===== src/rtl/serial_rx_if.sv =====
// Byte hand-off channel between serial_rx (master side) and its consumer (slave side).
// The master holds rx_data/rx_valid until the slave raises rx_ready.
interface serial_rx_if;
    logic [7:0] rx_data;
    logic       rx_valid;
    logic       rx_ready;

    modport master (
        output rx_data,
        output rx_valid,
        input  rx_ready
    );

    modport slave (
        input  rx_data,
        input  rx_valid,
        output rx_ready
    );
endinterface


===== src/rtl/serial_rx.sv =====
// UART receiver: 8N1 by default, 8E1 when SERIAL_RX_PARITY_EN is defined.
// Mid-bit sampling from a DIV-cycle bit counter; one-byte holding register with sticky overrun.
module serial_rx #(
    parameter int CLK_HZ = 50000000,
    parameter int BAUD   = 115200
) (
    input  logic         clk,
    input  logic         reset,
    input  logic         serial_in,
    serial_rx_if.master  bus,
    output logic         busy,
    output logic         frame_err,
    output logic         overrun,
    output logic         parity_err
);

    localparam int DIV = (CLK_HZ + (BAUD / 2)) / BAUD;
    localparam int CW  = (DIV > 1) ? $clog2(DIV) : 1;
    localparam logic [CW-1:0] CNT_LAST = CW'(DIV - 1);
    localparam logic [CW-1:0] CNT_HALF = CW'((DIV / 2) - 1);

`ifdef SERIAL_RX_PARITY_EN
    typedef enum logic [2:0] {
        S_IDLE   = 3'd0,
        S_START  = 3'd1,
        S_DATA   = 3'd2,
        S_PARITY = 3'd3,
        S_STOP   = 3'd4
    } state_t;

    // Even parity: data bits plus parity bit must XOR to zero.
    function automatic logic parity_bad(input logic [7:0] d, input logic p);
        return ^{d, p};
    endfunction
`else
    typedef enum logic [2:0] {
        S_IDLE  = 3'd0,
        S_START = 3'd1,
        S_DATA  = 3'd2,
        S_STOP  = 3'd4
    } state_t;
`endif

    logic [1:0]    sync_r;
    logic          rx_s;
    state_t        state_r, state_s;
    logic [CW-1:0] cnt_r, cnt_s;
    logic [2:0]    bit_r, bit_s;
    logic [7:0]    shift_r, shift_s;
    logic          load_s, ferr_s, perr_s;

    assign rx_s = sync_r[1];

    // Two-flop synchronizer for the asynchronous line; resets to idle level.
    always_ff @(posedge clk or negedge reset) begin
        if (!reset) begin
            sync_r <= 2'b11;
        end else begin
            sync_r <= {sync_r[0], serial_in};
        end
    end

    // FSM state, bit counter, bit index and shift register.
    always_ff @(posedge clk or negedge reset) begin
        if (!reset) begin
            state_r <= S_IDLE;
            cnt_r   <= '0;
            bit_r   <= 3'd0;
            shift_r <= 8'h00;
        end else begin
            state_r <= state_s;
            cnt_r   <= cnt_s;
            bit_r   <= bit_s;
            shift_r <= shift_s;
        end
    end

    // Next-state logic; sample strobes fire when the counter reaches its wrap value.
    always_comb begin
        state_s = state_r;
        cnt_s   = cnt_r;
        bit_s   = bit_r;
        shift_s = shift_r;
        load_s  = 1'b0;
        ferr_s  = 1'b0;
        perr_s  = 1'b0;
        case (state_r)
            S_IDLE: begin
                cnt_s = '0;
                if (!rx_s) begin
                    state_s = S_START;
                end else begin
                    state_s = S_IDLE;
                end
            end
            S_START: begin
                if (cnt_r == CNT_HALF) begin
                    cnt_s = '0;
                    bit_s = 3'd0;
                    if (!rx_s) begin
                        state_s = S_DATA;
                    end else begin
                        state_s = S_IDLE;
                    end
                end else begin
                    cnt_s = cnt_r + CW'(1);
                end
            end
            S_DATA: begin
                if (cnt_r == CNT_LAST) begin
                    cnt_s   = '0;
                    shift_s = {rx_s, shift_r[7:1]};
                    bit_s   = bit_r + 3'd1;
                    if (bit_r == 3'd7) begin
`ifdef SERIAL_RX_PARITY_EN
                        state_s = S_PARITY;
`else
                        state_s = S_STOP;
`endif
                    end else begin
                        state_s = S_DATA;
                    end
                end else begin
                    cnt_s = cnt_r + CW'(1);
                end
            end
`ifdef SERIAL_RX_PARITY_EN
            S_PARITY: begin
                if (cnt_r == CNT_LAST) begin
                    cnt_s   = '0;
                    perr_s  = parity_bad(shift_r, rx_s);
                    state_s = S_STOP;
                end else begin
                    cnt_s = cnt_r + CW'(1);
                end
            end
`endif
            S_STOP: begin
                if (cnt_r == CNT_LAST) begin
                    cnt_s   = '0;
                    state_s = S_IDLE;
                    if (rx_s) begin
                        load_s = 1'b1;
                    end else begin
                        ferr_s = 1'b1;
                    end
                end else begin
                    cnt_s = cnt_r + CW'(1);
                end
            end
            default: begin
                state_s = S_IDLE;
                cnt_s   = '0;
                bit_s   = 3'd0;
            end
        endcase
    end

    // Registered status outputs.
    always_ff @(posedge clk or negedge reset) begin
        if (!reset) begin
            busy       <= 1'b0;
            frame_err  <= 1'b0;
            parity_err <= 1'b0;
        end else begin
            busy       <= (state_s != S_IDLE);
            frame_err  <= ferr_s;
            parity_err <= perr_s;
        end
    end

    // Holding register: a load wins over an accept; a load into a full, unaccepted slot is dropped.
    always_ff @(posedge clk or negedge reset) begin
        if (!reset) begin
            bus.rx_data  <= 8'h00;
            bus.rx_valid <= 1'b0;
            overrun      <= 1'b0;
        end else if (load_s) begin
            if (!bus.rx_valid || bus.rx_ready) begin
                bus.rx_data  <= shift_r;
                bus.rx_valid <= 1'b1;
            end else begin
                overrun <= 1'b1;
            end
        end else if (bus.rx_valid && bus.rx_ready) begin
            bus.rx_valid <= 1'b0;
        end
    end

endmodule


===== src/flat_wrapper.sv =====
// flat-port wrapper written by rule: the top's interface ports become plain ports
module serial_rx_flat 
#(
    parameter int CLK_HZ = 50000000,
    parameter int BAUD   = 115200
)
  (clk, reset, serial_in, busy, frame_err, overrun, parity_err, bus_rx_data, bus_rx_valid, bus_rx_ready);
  serial_rx_if bus_i ();
  input  logic clk;
  input  logic reset;
  input  logic serial_in;
  output logic busy;
  output logic frame_err;
  output logic overrun;
  output logic parity_err;
  output wire logic [$bits(bus_i.rx_data)-1:0] bus_rx_data;
  output wire logic [$bits(bus_i.rx_valid)-1:0] bus_rx_valid;
  input wire logic [$bits(bus_i.rx_ready)-1:0] bus_rx_ready;
  assign bus_rx_data = bus_i.rx_data;
  assign bus_rx_valid = bus_i.rx_valid;
  assign bus_i.rx_ready = bus_rx_ready;
  serial_rx #(.CLK_HZ(CLK_HZ), .BAUD(BAUD)) u_core (.clk(clk), .reset(reset), .serial_in(serial_in), .bus(bus_i), .busy(busy), .frame_err(frame_err), .overrun(overrun), .parity_err(parity_err));
endmodule

===== config.mk =====
export PLATFORM = sky130hd
export DESIGN_NAME = serial_rx_flat
export DESIGN_NICKNAME = d
export VERILOG_FILES = /design/src/rtl/serial_rx_if.sv /design/src/rtl/serial_rx.sv /design/src/flat_wrapper.sv
export SDC_FILE = /design/constraint.sdc
export NUM_CORES = 1
export LEC_CHECK = 0
export CAP_MARGIN = 30
export CORE_UTILIZATION = 42
export DETAILED_ROUTE_END_ITERATION = 7
export PLACE_DENSITY_LB_ADDON = 0.12
export SYNTH_ARGS = -nofsm -noshare
export SYNTH_HDL_FRONTEND = slang
export SYNTH_SLANG_ARGS = --single-unit

===== constraint.sdc =====
create_clock -name clk -period 1.95 [get_ports clk]
set_input_delay 0.2925 -clock clk [delete_from_list [all_inputs] [get_ports clk]]
set_output_delay 0.2925 -clock clk [all_outputs]
set_load 0.01 [all_outputs]

## Word level (Yosys, flattened, before mapping)

Cells that the tools add are included.
Widths: inputs -> output; s select.

| storage, ports and cells | value |
|---|---|
| input bits | 4 |
| register bits after elaboration | 37 |
| logic and storage cells | 58 |
| output and inout bits | 13 |

| cells by class | value |
|---|---|
| bitwise operators | 2 |
| reduce and logical (&&, ||, !) cells | 13 |
| equal/unequal tests | 9 |
| $add $sub $neg | 2 |
| multiplexer cells | 22 |

Operators by type and width:

| cell | count |
|---|---|
| $mux 3 | 6 |
| $mux 9 | 2 |
| $pmux 9 s2 | 1 |
| $pmux 3 s4 | 1 |
| $mux 1 | 10 |
| $add 9x1->9 const B | 1 |
| $eq 9x8->1 const B | 1 |
| $eq 9x9->1 const B | 1 |
| $pmux 3 s3 | 1 |
| $reduce_and 2->1 | 4 |
| $eq 3x3->1 const B | 2 |
| $ne 2x1->1 const B | 2 |
| $reduce_or 2->1 | 2 |
| $add 3x1->3 const B | 1 |
| $eq 3x1->1 const B | 1 |
| $eq 3x2->1 const B | 1 |
| $logic_not 3->1 | 1 |
| $reduce_and 3->1 | 1 |
| $reduce_bool 3->1 | 1 |
| $mux 2 | 1 |
| $ne 2x2->1 const B | 1 |
| $not 1->1 | 2 |
| $reduce_bool 2->1 | 1 |
| $logic_and 1x1->1 | 1 |
| other kinds (2) | 2 |

## Depth between registers and ports, before layout

Gate-level depths: netlist of run 1.

| logic depth | value |
|---|---|
| word-level depth | 5 |
| depth in mapped cells | 7 |
| depth with buffers taken out | 6 |

## Least setup slack after synthesis of run 1

No wires, ideal clock.

| timing path | value |
|---|---|
| path kind | reg-to-reg |
| from | register u_core.cnt_r[1] |
| to | register u_core.bus.rx_data[0] |
| setup time | 125 ps |
| slack | -15 ps |
| stages on the path, launching flop included | 7 |
| arrival time | 1840 ps |
| cells stage by stage | dfrtp_1 inv_1 ha_1 nand4b_4 or2_4 nor4_4 mux2_2 |

| between the ends | value |
|---|---|
| word-level cells in the longest chain between the ends | 4 |

RTL lines:

| item | line | text |
|---|---|---|
| start: declaration | serial_rx.sv:47 | `logic [CW-1:0] cnt_r, cnt_s;` |
| start signal: assignment | serial_rx.sv:72 | `cnt_r <= cnt_s;` |
| $eq 9x9->1 | serial_rx.sv:139 | `if (cnt_r == CNT_LAST) begin` |
| $mux 1 | serial_rx.sv:139 |  |
| $mux 1 | serial_rx.sv:87 | `case (state_r)` |
| $reduce_and 2->1 (no source line) | -- |  |
| end signal: assignment | serial_rx.sv:180 | `bus.rx_data <= shift_r;` |
| end: declaration | serial_rx_if.sv:9 | `output rx_data,` |

No other way between the ends.
A chain may end at the register's enable or synchronous reset.

## Worst setup path after layout of run 1

| timing path | value |
|---|---|
| from | register u_core.cnt_r[1] |
| to | register u_core.bit_r[0] |

| between the ends | value |
|---|---|
| word-level cells in the longest chain between the ends | 3 |
| elaborated cells between the ends (all ways) | 5 |
| those cells by class | eq/ne: 4; reduce/logical: 1 |

RTL lines:

| item | line | text |
|---|---|---|
| $eq 9x9->1 / $eq 9x8->1 (equally long branches) | serial_rx.sv:110, serial_rx.sv:97 |  |
| $ne 2x1->1 (no source line) | -- |  |
| $reduce_and 3->1 (no source line) * | -- |  |
| end signal: assignment | serial_rx.sv:73 | `bit_r <= bit_s;` |
| end: declaration | serial_rx.sv:48 | `logic [2:0] bit_r, bit_s;` |

Mark *: on every way between the ends. The rest lies on a longest branch, timed or not.

==> flow_metrics.tcl, run 1 <==
set metrics [dict create \
    crit_type "reg2reg" \
    post-route-drc-count 0 \
    fin_ws_ps 18.75 \
    ys_seq_area_share_pct 56.17 \
    dieArea_um2 4190 \
    overflow 0 \
    synth_edf_count 0 \
    worst_setup_path_end_kind "flip-flop" \
    vias 1048 \
    worst-path-buf-inv 1 \
    crit_arrival_ps 2120 \
    crit_family "simple AND/OR/NAND/NOR gates" \
    placed_area_um2 1892 \
    place_ws_ps -12.55 \
    slowest_delay_ps 460 \
    worst_setup_path_start_kind "flip-flop" \
    synth_nets 139 \
    ys_types 36 \
    dieWidth_um 64.73 \
    grt_setup_unrepaired "true" \
    synthArstFlopShare_pct 100.0 \
    synth_warnings 0 \
    dp_cells 196 \
    fin_crit_ps 1931 \
    clockBufferDepth 2 \
    finalHoldViolCount 0 \
    fill_cells 326 \
    hp-class "reg2reg" \
    io_buffers 15 \
    power.leakage_nw 0.9347 \
    final-instance-count-excl-fill 205 \
    dp_hpwl_um 1953 \
    skew_ps 8.593 \
    cts_tree "done" \
    antenna-diode-count 0 \
    clkTransAtPathRegs_ps 80 \
    gp_congestion 0.8659 \
    fmax_ghz 0.5178 \
    maxCapViolCount 0 \
    tns_ps 0 \
    status "completed" \
    grt.total_usage_pct 15.51 \
    power.density_nw_per_um2 715.6 \
    fin_util_pct 55.05 \
    cts-buffers-inserted 5 \
    finalInstanceArea_um2 2046 \
    critPathMaxFanout 3 \
    fin_crit_sh_pct 99.04 \
    synth_ff_type "dfrtp_1" \
    syn_area_per_cell_um2 12.71 \
    grt_pass1_wl_um 4692 \
    final-setup-viol-count 0 \
    crit_chain "inv_2, ha_4, or4b_4, nor3_4, o211ai_1, mux2_4" \
    routedWlPerCell_um 13.83 \
    clkLatencyLatePin_ps 300 \
    drv_slew 0 \
    routed_wirelength_um 2836 \
    required_ps 2130 \
    holdWs_ps 358.1 \
    vdd_drop_max_v 0.0003901 \
    synth-seq-cells 37 \
    nets 165 \
    pin_count 17 \
    via_per_inst 5.112 \
    finalPower_mw 1.464 \
    cts_hold_buf 0 \
    drive_gt1_share_pct 30.57 \
    initialDrtViolationCount 26 \
    synth_area_um2 1653 \
    antenna_found_initial 0 \
    drt_pass1_iterations 2 \
    grt_start_max_net_pins 38 \
    start_util_pct 44.48 \
    core_um2 3716 \
    synthToLayoutAreaGrowth_pct 23.77 \
    clock-sinks 37 \
    ant_nets 0 \
    synthCells 130 \
    htreeDepth 2 \
    die_h_um 64.73 \
    cts_root_buffer "clkbuf_8" \
    grt_pass1_vias 1054 \
    cpMaxStageDelayCell "or4b_4" \
    num_rows 22 \
]
## worst reg2reg max path, stage by stage (launching register included)
cell,delay (ps)
dfrtp_1,410
inv_2,100
ha_4,130
or4b_4,460
nor3_4,230
o211ai_1,200
mux2_4,310
## worst paths after layout
kind / from / to / slack [ps] / cells past startpoint
setup / recovery: u_core.cnt_r[1] / u_core.bit_r[0] / 20 / 6
hold / removal: u_core.sync_r[0] / u_core.sync_r[1] / 360 / 0
setup reg to reg: u_core.cnt_r[1] / u_core.bit_r[0] / 20 / 6
hold reg to reg: u_core.sync_r[0] / u_core.sync_r[1] / 360 / 0
max in group asynchronous: reset / u_core.sync_r[0] / 1180 / 2
min in group asynchronous: reset / u_core.state_r[1] / 410 / 2
## layer usage
metal	global-route usage [%]	vias to the layer above	part of all wire (%)
met3	5.810	6	3.5
li1	-	504	-
met2	23.57	15	48
met4	8.889	0	2.3
met5	0	-	0
met1	18.74	523	47
## registers in the layout, indices dropped and copies added (netlist names)
name / cells
u_core.cnt_r: 9
u_core.bus.rx_data: 8
u_core.shift_r: 8
u_core.bit_r: 3
u_core.state_r: 3
u_core.sync_r: 2
u_core.bus.rx_valid: 1
u_core.busy: 1
u_core.frame_err: 1
u_core.overrun: 1
## layout by cell type (no fill, tap or decap), drive strengths merged, types with 2 or more instances in the layout
master and instances:
nand3 3, a21oi 2, dfstp 2, clkdlybuf4s50 15, xnor2 4, buf 7
o2bb2ai 2, a22o 2, o21ai 3, inv 6, nor3 3, dfrtp 35
clkbuf 5, nor2 16, ha 5, nand2 7, xor2 2, mux2 18
## area by class of cell
| type | instances | area (µm²) | share of cell area [%] |
|---|---|---|---|
| sequential | 37 | 929.6 | 45.44 |
| clock buffer | 5 | 68.82 | 3.364 |
| tap | 48 | 60.06 | 2.936 |
| timing repair buffer | 22 | 206.4 | 10.09 |
| inverter | 6 | 22.52 | 1.101 |
| multi-input combinational | 84 | 711.9 | 34.80 |
| clock inverter | 3 | 46.29 | 2.263 |
## synthesized netlist by cell type, types with 2 or more instances
master     instances  area [µm²]
mux2_2            18       202.7
nor3_1             2       10.01
a21oi_1            2       10.01
dfrtp_1           35       875.8
a22o_1             2       17.52
xor2_1             2       17.52
nand3_1            3       15.01
o21ai_0            3       15.01
dfstp_2            2       52.55
inv_1              6       22.52
o2bb2ai_1          2       17.52
nand2_1            7       26.28
nor2_1            16       60.06
ha_1               5       62.56
xnor2_1            4       35.03
## cell families after synthesis
group,synth area share (%)
AO/OA/AOI/OAI,7.344
multiplexers,12.26
adder cells (fa/ha/maj),3.785
buffers and inverters,2.346
flip-flops,56.17
AND/OR/NAND/NOR,14.69
XOR/XNOR,3.179
other,0.2269
## power by group
group | internal (mW) | switching [mW] | total [mW]
combinational | 0.00703 | 0.0169 | 0.0239
clock | 0.383 | 0.285 | 0.667
sequential | 0.771 | 0.00214 | 0.773
## repair_timing
| item | 4_1_cts | 5_1_grt |
|---|---|---|
| setup buffers | 0 | 1 |
| pin swaps | 1 | 3 |
| resized for setup | 0 | 9 |
| setup endpoints to repair | 1 | 18 |
(Power assumes the default switching activity.)
==> run 2, diff against run 1 <==
--- a/config.mk
+++ b/config.mk
@@ -5,9 +5,10 @@
 export SDC_FILE = /design/constraint.sdc
 export NUM_CORES = 1
 export LEC_CHECK = 0
-export CAP_MARGIN = 30
+export CAP_MARGIN = 20
 export CORE_UTILIZATION = 42
 export DETAILED_ROUTE_END_ITERATION = 7
+export GPL_TIMING_DRIVEN = 1
 export PLACE_DENSITY_LB_ADDON = 0.12
 export SYNTH_ARGS = -nofsm -noshare
 export SYNTH_HDL_FRONTEND = slang
==> results of run 2 <==
No change in the layout: final DEF, timing and power equal those of run 1.
